--- src/rtl/tail_light_input_cond.sv ---
// Tail-light input conditioning: synchronizes and debounces the turn/hazard switches and
// arbitrates them into one clean request with a forced all-off gap. Option: TAIL_LIGHT_DEBOUNCE_EN.
module tail_light_input_cond #(
    parameter int unsigned DEB_CYCLES = 4,
    parameter int unsigned GAP_CYCLES = 8
) (
    input  logic clk,
    input  logic reset,
    input  logic left_sw,
    input  logic right_sw,
    input  logic haz_sw,
    output logic left_req,
    output logic right_req,
    output logic haz_req
);

    localparam int unsigned NCH = 3;
    localparam int unsigned GW  = (GAP_CYCLES > 1) ? $clog2(GAP_CYCLES) : 1;
    localparam logic [GW-1:0] GAP_LOAD = GW'(GAP_CYCLES - 1);

    typedef enum logic [2:0] {IDLE, LEFT_ON, RIGHT_ON, HAZ_ON, GAP} state_t;
    typedef enum logic [1:0] {REQ_NONE, REQ_LEFT, REQ_RIGHT, REQ_HAZ} req_t;

    if (DEB_CYCLES < 1 || DEB_CYCLES > 255 || GAP_CYCLES < 1 || GAP_CYCLES > 255) begin : g_bad_param
        $error("tail_light_input_cond: DEB_CYCLES and GAP_CYCLES must be in 1..255");
    end

    // Channel order everywhere: bit 0 left, bit 1 right, bit 2 hazard.
    logic [NCH-1:0] raw;
    logic [NCH-1:0] sync1;
    logic [NCH-1:0] sync2;
    logic [NCH-1:0] deb;

    assign raw = {haz_sw, right_sw, left_sw};

    always_ff @(posedge clk or posedge reset) begin
        if (reset) begin
            sync1 <= '0;
            sync2 <= '0;
        end else begin
            sync1 <= raw;
            sync2 <= sync1;
        end
    end

`ifdef TAIL_LIGHT_DEBOUNCE_EN
    localparam int unsigned CW = $clog2(DEB_CYCLES + 1);
    localparam logic [CW-1:0] DEB_LAST = CW'(DEB_CYCLES - 1);

    logic [CW-1:0] deb_cnt [NCH];

    // Accept a new level only after DEB_CYCLES consecutive disagreeing samples.
    always_ff @(posedge clk or posedge reset) begin
        if (reset) begin
            deb <= '0;
            for (int i = 0; i < NCH; i++) deb_cnt[i] <= '0;
        end else begin
            for (int i = 0; i < NCH; i++) begin
                if (sync2[i] == deb[i]) begin
                    deb_cnt[i] <= '0;
                end else if (deb_cnt[i] == DEB_LAST) begin
                    deb_cnt[i] <= '0;
                    deb[i]     <= ~deb[i];
                end else begin
                    deb_cnt[i] <= deb_cnt[i] + CW'(1);
                end
            end
        end
    end
`else
    assign deb = sync2;
`endif

    req_t req_c;

    // Hazard wins, and left+right together is treated as hazard.
    always_comb begin
        req_c = REQ_NONE;
        if (deb[2] || (deb[0] && deb[1])) req_c = REQ_HAZ;
        else if (deb[0])                  req_c = REQ_LEFT;
        else if (deb[1])                  req_c = REQ_RIGHT;
    end

    function automatic state_t on_state(input req_t r);
        case (r)
            REQ_LEFT:  return LEFT_ON;
            REQ_RIGHT: return RIGHT_ON;
            REQ_HAZ:   return HAZ_ON;
            default:   return IDLE;
        endcase
    endfunction

    state_t        state;
    state_t        state_nxt;
    logic [GW-1:0] gap_cnt;
    logic [GW-1:0] gap_nxt;

    // Outputs are registered from the next state so they change on the same edge as the state.
    always_ff @(posedge clk or posedge reset) begin
        if (reset) begin
            state     <= IDLE;
            gap_cnt   <= '0;
            left_req  <= 1'b0;
            right_req <= 1'b0;
            haz_req   <= 1'b0;
        end else begin
            state     <= state_nxt;
            gap_cnt   <= gap_nxt;
            left_req  <= (state_nxt == LEFT_ON);
            right_req <= (state_nxt == RIGHT_ON);
            haz_req   <= (state_nxt == HAZ_ON);
        end
    end

    always_comb begin
        state_nxt = state;
        gap_nxt   = gap_cnt;
        case (state)
            IDLE: state_nxt = on_state(req_c);
            LEFT_ON, RIGHT_ON, HAZ_ON: begin
                if (req_c == REQ_NONE) begin
                    state_nxt = IDLE;
                end else if (on_state(req_c) != state) begin
                    state_nxt = GAP;
                    gap_nxt   = GAP_LOAD;
                end
            end
            // Fixed-length blackout; the request is only looked at on the exit edge.
            GAP: begin
                if (gap_cnt == '0) state_nxt = on_state(req_c);
                else               gap_nxt   = gap_cnt - GW'(1);
            end
            default: state_nxt = IDLE;
        endcase
    end

endmodule

--- config.mk ---
export PLATFORM = sky130hd
export DESIGN_NAME = tail_light_input_cond
export DESIGN_NICKNAME = d
export VERILOG_FILES = /design/src/rtl/tail_light_input_cond.sv
export SDC_FILE = /design/constraint.sdc
export NUM_CORES = 1
export LEC_CHECK = 0
export ABC_AREA = 1
export CAP_MARGIN = 10
export CORE_MARGIN = 2
export CORE_UTILIZATION = 47
export CTS_CLUSTER_DIAMETER = 60
export DETAILED_ROUTE_END_ITERATION = 10
export GPL_ROUTABILITY_DRIVEN = 1
export PLACE_DENSITY_LB_ADDON = 0.12
export SLEW_MARGIN = 20
export SYNTH_ARGS = -nofsm -noshare
export SYNTH_HDL_FRONTEND = slang
export SYNTH_SLANG_ARGS = --single-unit
--- constraint.sdc ---
create_clock -name clk -period 1.2 [get_ports clk]
set_clock_uncertainty 0.05 [all_clocks]
set_input_delay 0.18 -clock clk [delete_from_list [all_inputs] [get_ports clk]]
set_output_delay 0.18 -clock clk [all_outputs]
set_load 0.01 [all_outputs]
==> impl_summary.txt, run 1 <==
----------------------------------------------------
[STA]
  Max-slew violation total from the final report ... 0
  Slew @ Worst Pin ... 186 ps
  Rel. slew slack ... 87.5%
  Final number of hold-violating endpoints ... 0
  Final worst path period need ... 1280 ps
  Highest clock rate ... 782 MHz
  Part of the cycle the worst path needs ... 107%
  Unrepaired setup endpoints after global routing ... true
  Summed negative setup slack over all endpoints ... -295 ps
  Post-route setup slack ... -78.8 ps
  Total setup violations reported at the end of the flow ... 6

[Finish]
  Share of layout cells above drive strength 1 ... 45.7%
  Number of nets in the final layout ... 102
  Relative area change from synthesis to final layout ... 36.2%
  Fill cell instance count of the final layout ... 99
  Diode insertion count for antenna repair ... 0

[Synthesis]
  Proportion of synthesized chip area in sequential cells ... 54.2%
  Most frequent cells after synthesis ... sky130_fd_sc_hd__nand2_1 (16), sky130_fd_sc_hd__dfrtp_1 (15), sky130_fd_sc_hd__inv_1 (9), sky130_fd_sc_hd__nand2_2 (7), sky130_fd_sc_hd__inv_2 (5)
  Yosys warning count ... 0
  Distinct cell type count of the synthesized netlist ... 17
  Number of synthesized flops with an enable pin ... 0
  Most used standard cell by instance count after synthesis ... sky130_fd_sc_hd__nand2_1
  Most frequently used flop master after synthesis ... sky130_fd_sc_hd__dfrtp_1
  Synth area leaders ... sky130_fd_sc_hd__dfrtp_1 (54%), sky130_fd_sc_hd__nand2_1 (8.7%), sky130_fd_sc_hd__nand2_2 (6.3%), sky130_fd_sc_hd__inv_1 (4.9%), sky130_fd_sc_hd__ha_1 (3.6%)
  Total of flip-flops plus latches after synthesis ... 15
  Post-synthesis instance area ... 692 um^2
  Post-synth net total ... 80
  Gate count after technology mapping ... 73
  Async S/R FF share, synth ... 100%
  Post-synth top area share ... 54.2%
  Mean instance size in the synthesized netlist ... 9.48 um^2
  Biggest area consumer among synthesized cells ... sky130_fd_sc_hd__dfrtp_1

[Critical path]
  Crit end category ... flip-flop
  Setup crit start ... gap_cnt[1]$_DFFE_PP0P_
  Startpoint type of the worst setup path ... flip-flop
  Critical Path AT ... 1450 ps
  Max Fanout on Critical Path ... 4
  Critical Path, Cell by Cell ... inv_2, ha_4, nand2_4, nand2_2, nand2_2, o21ai_4, nand2_1, inv_1
  Slowest library cell on the worst path ... sky130_fd_sc_hd__dfrtp_1
  WS Path Type ... flip-flop to flip-flop
  Required arrival time at the worst endpoint ... 1370 ps
  FF-to-FF Start ... gap_cnt[1]$_DFFE_PP0P_
  CP max stage delay ... 400 ps
  Most common cell type on the critical path ... sky130_fd_sc_hd__nand2_2

[Pwr]
  Power per Cell Area ... 2270 nW/um^2
  Leakage power summed over all cells ... 0.000485 uW
  Max rail drop VDD ... 1.27 mV

[GRT]
  Initial antenna violation count ... 0
  Pin count of the biggest net entering global routing ... 16
  Overall fraction of global-route tracks in use ... 15.6%
  Number of global-route vias before repair ... 496
  Total gr overflow ... 0
  Wire length of the first global-routing pass ... 2.08 mm

[Route]
  Number of DRC markers in iteration 0 ... 6
  Pre-antenna DRT Iters ... 4
  Count of nets left with antenna violations after detail routing ... 0
  DRC ... 0
  Total length of routed wires ... 1.30 mm
  Via count of the routed design ... 526
  Vias per cell ... 4.83
  Post-DR wirelength/cell ... 11.9 um

[Place]
  Place WS ... -63.1 ps
  Final weighted congestion in routability-driven placement ... 0.809
  Count of port buffers added during placement ... 7
  Dpl hpwl ... 875 um

[Clock tree]
  Clock Tree Buf Depth ... 2
  Buffer cell driving the clock tree root ... sky130_fd_sc_hd__clkbuf_4
  Clock Sinks ... 15
  TritonCTS clock tree ... yes
  Max H-tree Level ... 1
  Worst skew pair latency ... 280 ps
  Inserted Clock Buffers ... 3
  Clock transition at the register clock pins on the worst setup and hold paths after CTS ... 90 ps

[Run status]
  Violations in the final reports ... setup timing
  Result of the run ... finished with violations

[Worst hold path]
  Tightest Hold Check Type ... input port to asynchronous set/reset pin

[Floorplanning]
  Total die area ... 1800 um^2
  Vertical die dimension ... 42.4 um
  Effective utilization at floorplan ... 51.9%
  Cell row count ... 13
  Placeable Area ... 1330 um^2
  Top-Level Pins ... 8
  Floorplan die width ... 42.4 um

[Flow run]
  Number of violations of the max-capacitance limit ... 0

----------------------------------------------------
registers in the layout, summed over array words and instances (netlist names):
name,cells
gap_cnt,3
deb,3
state,3
right_req,1
haz_req,1
sync1,3
left_req,1
layout make-up:
| class | count | area, um^2 | area share [%] |
|---|---|---|---|
| timing repair buffer | 17 | 149 | 15.8 |
| multi-input combinational | 44 | 315 | 33.5 |
| tap | 15 | 18.8 | 1.99 |
| sequential | 15 | 377 | 40.0 |
| inverter | 14 | 52.6 | 5.58 |
| clock buffer | 3 | 22.5 | 2.39 |
| clock inverter | 1 | 7.51 | 0.797 |
path summary, 6_finish.rpt:
path / cells after the start / slack (ps) / endpoint
setup reg to reg: 8 / -80 / haz_req$_DFF_PP0_
hold / removal: 3 / 130 / right_req$_DFF_PP0_
hold reg to reg: 0 / 310 / deb[2]$_DFF_PP0_
max in group asynchronous: 3 / 790 / state[0]$_DFF_PP0_
setup / recovery: 8 / -80 / haz_req$_DFF_PP0_
min in group clk: 1 / 280 / sync1[2]$_DFF_PP0_
per-stage QoR:
step / utilization (%) / hold WS, ps / power (uW) / instance area, um^2 / instances
after detailed placement: 61.9 / 289 / 1610 / 826 / 101
after global placement: 61.9 / 284 / 1590 / 826 / 101
after CTS: 69.0 / 139 / 2040 / 921 / 108
after floorplan: - / 31.5 / 1330 / 692 / 73
after global routing: 70.6 / 134 / 2320 / 942 / 109
final: 70.6 / 130 / 2130 / 942 / 109
routing by layer:
metal  part of all wire [%]  track usage [%]  vias to the layer above  wire (um)
li1                       -                -                      264          -
met1                     47             20.8                      249        606
met2                     49             24.0                       13        632
met3                    4.3             3.88                        0         56
met4                      0             6.88                        0          0
met5                      0                0                        -          0
worst max-delay path, delay by kind of cell (launching register included):
| kind | cells | cell delay (ps) |
|---|---|---|
| adder cells (fa/ha/maj) | 1 | 140 |
| AND/OR/NAND/NOR | 4 | 290 |
| AO/OA/AOI/OAI | 1 | 190 |
| buffers and inverters | 2 | 140 |
| flip-flops | 1 | 400 |
power by group:
group          internal [uW]  leakage [uW]  total (uW)  switching, uW
clock                    126     0.0000139         289            162
sequential               655      0.000178         775            120
combinational            478      0.000293        1070            592
total                   1260      0.000485        2130            874
timing repair:
item                       CTS  global route
hold buffers                 0             0
gates cloned                 0             0
pin swaps                    7             2
gates resized for setup     15             6
setup endpoints to repair    9            11
buffers inserted             3             1
logic make-up after synthesis:
kind of cell | count (synthesis) | synth area share (%)
and+or+nand+nor | 39 | 31.3
xor gates and xnor gates | 1 | 1.27
AOI/OAI and AO/OA | 2 | 1.99
buffers and inverters | 14 | 7.59
adders and majority gates | 2 | 3.62
DFF | 15 | 54.2
placed cells by master (no fill, tap or decap), drive strengths merged:
cell type and instances:
nand2 25, dfrtp 15, inv 14, buf 10
nand3 6, clkdlybuf4s50 4, nor2 4, clkbuf 3
clkdlybuf4s15 3, nand4 3, ha 2, nand3b 1
o21ai 1, a21oi 1, xor2 1, clkinvlp 1
Power figures use the tool's default switching activity.
==> inputs of run 2 (changes only) <==
--- a/config.mk
+++ b/config.mk
@@ -10,8 +10,10 @@
 export CORE_MARGIN = 2
 export CORE_UTILIZATION = 47
 export CTS_CLUSTER_DIAMETER = 60
+export CTS_CLUSTER_SIZE = 20
 export DETAILED_ROUTE_END_ITERATION = 10
 export GPL_ROUTABILITY_DRIVEN = 1
+export GPL_TIMING_DRIVEN = 0
 export PLACE_DENSITY_LB_ADDON = 0.12
 export SLEW_MARGIN = 20
 export SYNTH_ARGS = -nofsm -noshare
==> run 2 against run 1 <==
The flow still finishes with violations (setup timing). Count of clock-buffer cells in the layout stayed put. Power is 2.3% higher. Die area stayed put. Setup slack worse by 6.9 ps. Cell area is 1.6% lower. Sequential cell count stayed put. Maximum frequency is 0.53% lower. Non-clock buffer count is 3 lower.
==> impl_summary.txt, run 2 (same netlist as run 1, synthesis figures left out) <==
----------------------------------------------------
[Run status]
  Result of the run ... finished with violations (unchanged)
  Violations in the final reports ... setup timing (unchanged)

[STA]
  Total setup violations reported at the end of the flow ... 6 (unchanged)
  Unrepaired setup endpoints after global routing ... true (unchanged)
  Summed negative setup slack over all endpoints ... -351 ps (was -295 ps)
  Part of the cycle the worst path needs ... 107% (about the same)
  Final number of hold-violating endpoints ... 0 (unchanged)
  Slew @ Worst Pin ... 568 ps (was 186 ps)
  Final worst path period need ... 1290 ps (was 1280 ps)
  Max-slew violation total from the final report ... 0 (unchanged)
  Post-route setup slack ... -85.7 ps (was -78.8 ps)
  Highest clock rate ... 778 MHz (was 782 MHz)
  Rel. slew slack ... 62.1% (was 87.5%)

[Floorplanning]
  Effective utilization at floorplan ... 51.9% (unchanged)
  Top-Level Pins ... 8 (unchanged)
  Cell row count ... 13 (unchanged)
  Vertical die dimension ... 42.4 um (unchanged)
  Floorplan die width ... 42.4 um (unchanged)
  Placeable Area ... 1330 um^2 (unchanged)
  Total die area ... 1800 um^2 (unchanged)

[Pwr]
  Max rail drop VDD ... 1.37 mV (was 1.27 mV)
  Power per Cell Area ... 2360 nW/um^2 (was 2270 nW/um^2)
  Leakage power summed over all cells ... 0.000483 uW (was 0.000485 uW)
  Post-route total power ... 2180 uW (was 2130 uW)

[Clock tree]
  Buffer cell driving the clock tree root ... sky130_fd_sc_hd__clkbuf_4 (unchanged)
  Clock Tree Buf Depth ... 2 (unchanged)
  Max H-tree Level ... 1 (unchanged)
  Clock transition at the register clock pins on the worst setup and hold paths after CTS ... 90 ps (about the same)
  Inserted Clock Buffers ... 3 (unchanged)
  Number of buffers added to fix hold violations after cts ... 0 (unchanged)
  TritonCTS clock tree ... yes (unchanged)
  Worst skew pair latency ... 280 ps (about the same)
  Clock Sinks ... 15 (unchanged)

[Route]
  Pre-antenna DRT Iters ... 3 (was 4)
  Total length of routed wires ... 1.35 mm (was 1.30 mm)
  DRC ... 0 (unchanged)
  Vias per cell ... 4.82 (was 4.83)
  Count of nets left with antenna violations after detail routing ... 0 (unchanged)
  Number of DRC markers in iteration 0 ... 7 (was 6)
  Via count of the routed design ... 511 (was 526)
  Post-DR wirelength/cell ... 12.7 um (was 11.9 um)

[Critical path]
  Startpoint type of the worst setup path ... flip-flop (unchanged)
  CP max stage delay ... 410 ps (was 400 ps)
  Slowest library cell on the worst path ... sky130_fd_sc_hd__dfrtp_1 (unchanged)
  FF-to-FF setup slack ... -90 ps (was -80 ps)
  Crit end category ... flip-flop (unchanged)
  WS Path Type ... flip-flop to flip-flop (unchanged)
  Critical Path, Cell by Cell ... inv_2, ha_4, nand2_4, buf_4, nand3_2, xor2_1, nand2_1 (was inv_2, ha_4, nand2_4, nand2_2, nand2_2, o21ai_4, nand2_1, inv_1)
  Max Fanout on Critical Path ... 2 (was 4)
  Critical Path AT ... 1410 ps (was 1450 ps)
  Required arrival time at the worst endpoint ... 1320 ps (was 1370 ps)

[GRT]
  Number of global-route vias before repair ... 496 (unchanged)
  Overall fraction of global-route tracks in use ... 16.3% (was 15.6%)
  Wire length of the first global-routing pass ... 2.11 mm (was 2.08 mm)
  Initial antenna violation count ... 0 (unchanged)
  Total gr overflow ... 0 (unchanged)
  Pin count of the biggest net entering global routing ... 16 (unchanged)

[Finish]
  Number of nets in the final layout ... 99 (was 102)
  Relative area change from synthesis to final layout ... 34.0% (was 36.2%)
  Most frequent cells in the layout ... sky130_fd_sc_hd__dfrtp_1 (15), sky130_fd_sc_hd__nand2_2 (11), sky130_fd_sc_hd__nand2_1 (10) (was sky130_fd_sc_hd__dfrtp_1 (14), sky130_fd_sc_hd__nand2_1 (13), sky130_fd_sc_hd__nand2_2 (9), sky130_fd_sc_hd__buf_4 (9))
  Most common cell after layout, fill and taps aside ... sky130_fd_sc_hd__dfrtp_1 (unchanged)
  Final standard cell count with taps included and fillers excluded ... 106 (was 109)
  Share of layout cells above drive strength 1 ... 46.2% (was 45.7%)
  Diode insertion count for antenna repair ... 0 (unchanged)

[Flow run]
  Number of violations of the max-capacitance limit ... 0 (unchanged)

[Worst hold path]
  Tightest Hold Check Type ... input port to asynchronous set/reset pin (unchanged)

[Place]
  Count of port buffers added during placement ... 7 (unchanged)
  Placed instance count ... 95 (was 101)
  Place WS ... -105 ps (was -63.1 ps)
  Dpl hpwl ... 767 um (was 875 um)
  Final weighted congestion in routability-driven placement ... 0.801 (was 0.809)

----------------------------------------------------
run 2: what timing repair did:
| item | in CTS | in global routing |
|---|---|---|
| endpoints found under the hold margin | 0 | 0 |
| gates resized for setup | 14 | 7 |
| endpoints found under the setup margin | 10 | 8 |
| setup buffers | 6 | 1 |
| gates cloned | 0 | 0 |
| pin swaps | 9 | 8 |
run 2: metal layers:
metal	GRT usage [%]	part of all wire (%)
met5	0	0
met4	9.38	0.89
met3	2.16	2.0
met2	24.6	52
met1	22.3	45
run 2: critical path: cells and delay by family (launching register included):
family                   cells  cell delay (ps)
flip-flops                   1              410
buffers and inverters        2              230
AND/OR/NAND/NOR              3              210
XOR/XNOR                     1              150
adder cells (fa/ha/maj)      1              140
run 2: path summary, 6_finish.rpt:
| check | cells past startpoint | startpoint | end |
|---|---|---|---|
| worst max-delay path | 7 | gap_cnt[0]$_DFFE_PP0P_ | gap_cnt[2]$_DFFE_PP0P_ |
| worst min-delay path | 2 | reset | state[2]$_DFF_PP0_ |
| worst max register to register | 7 | gap_cnt[0]$_DFFE_PP0P_ | gap_cnt[2]$_DFFE_PP0P_ |
| worst min register to register | 0 | sync1[1]$_DFF_PP0_ | deb[1]$_DFF_PP0_ |
| max in group asynchronous | 2 | reset | right_req$_DFF_PP0_ |
| min in group clk | 1 | haz_sw | sync1[2]$_DFF_PP0_ |
run 2: layout make-up:
cell class / count / area [um^2]
flip-flops and latches: 15 / 375
multi-input cells: 44 / 334
clock inverters: 1 / 5.00
clock buffers: 3 / 22.5
repair buffers: 14 / 119
fillers: 102 / 407
well taps: 15 / 18.8
inverters: 14 / 52.6
run 2: where the power goes:
part / switching, uW / internal (uW)
logic: 648 / 483
clock network: 159 / 123
registers: 119 / 651
run 2: per-stage QoR:
step                      util, %  hold slack [ps]  area (um^2)
after detailed placement     58.5              289          781
after floorplan                 -             31.5          692
final                        69.5              194          927
after CTS                    66.8              190          891
after global routing         69.5              266          927
after global placement       58.5              284          781
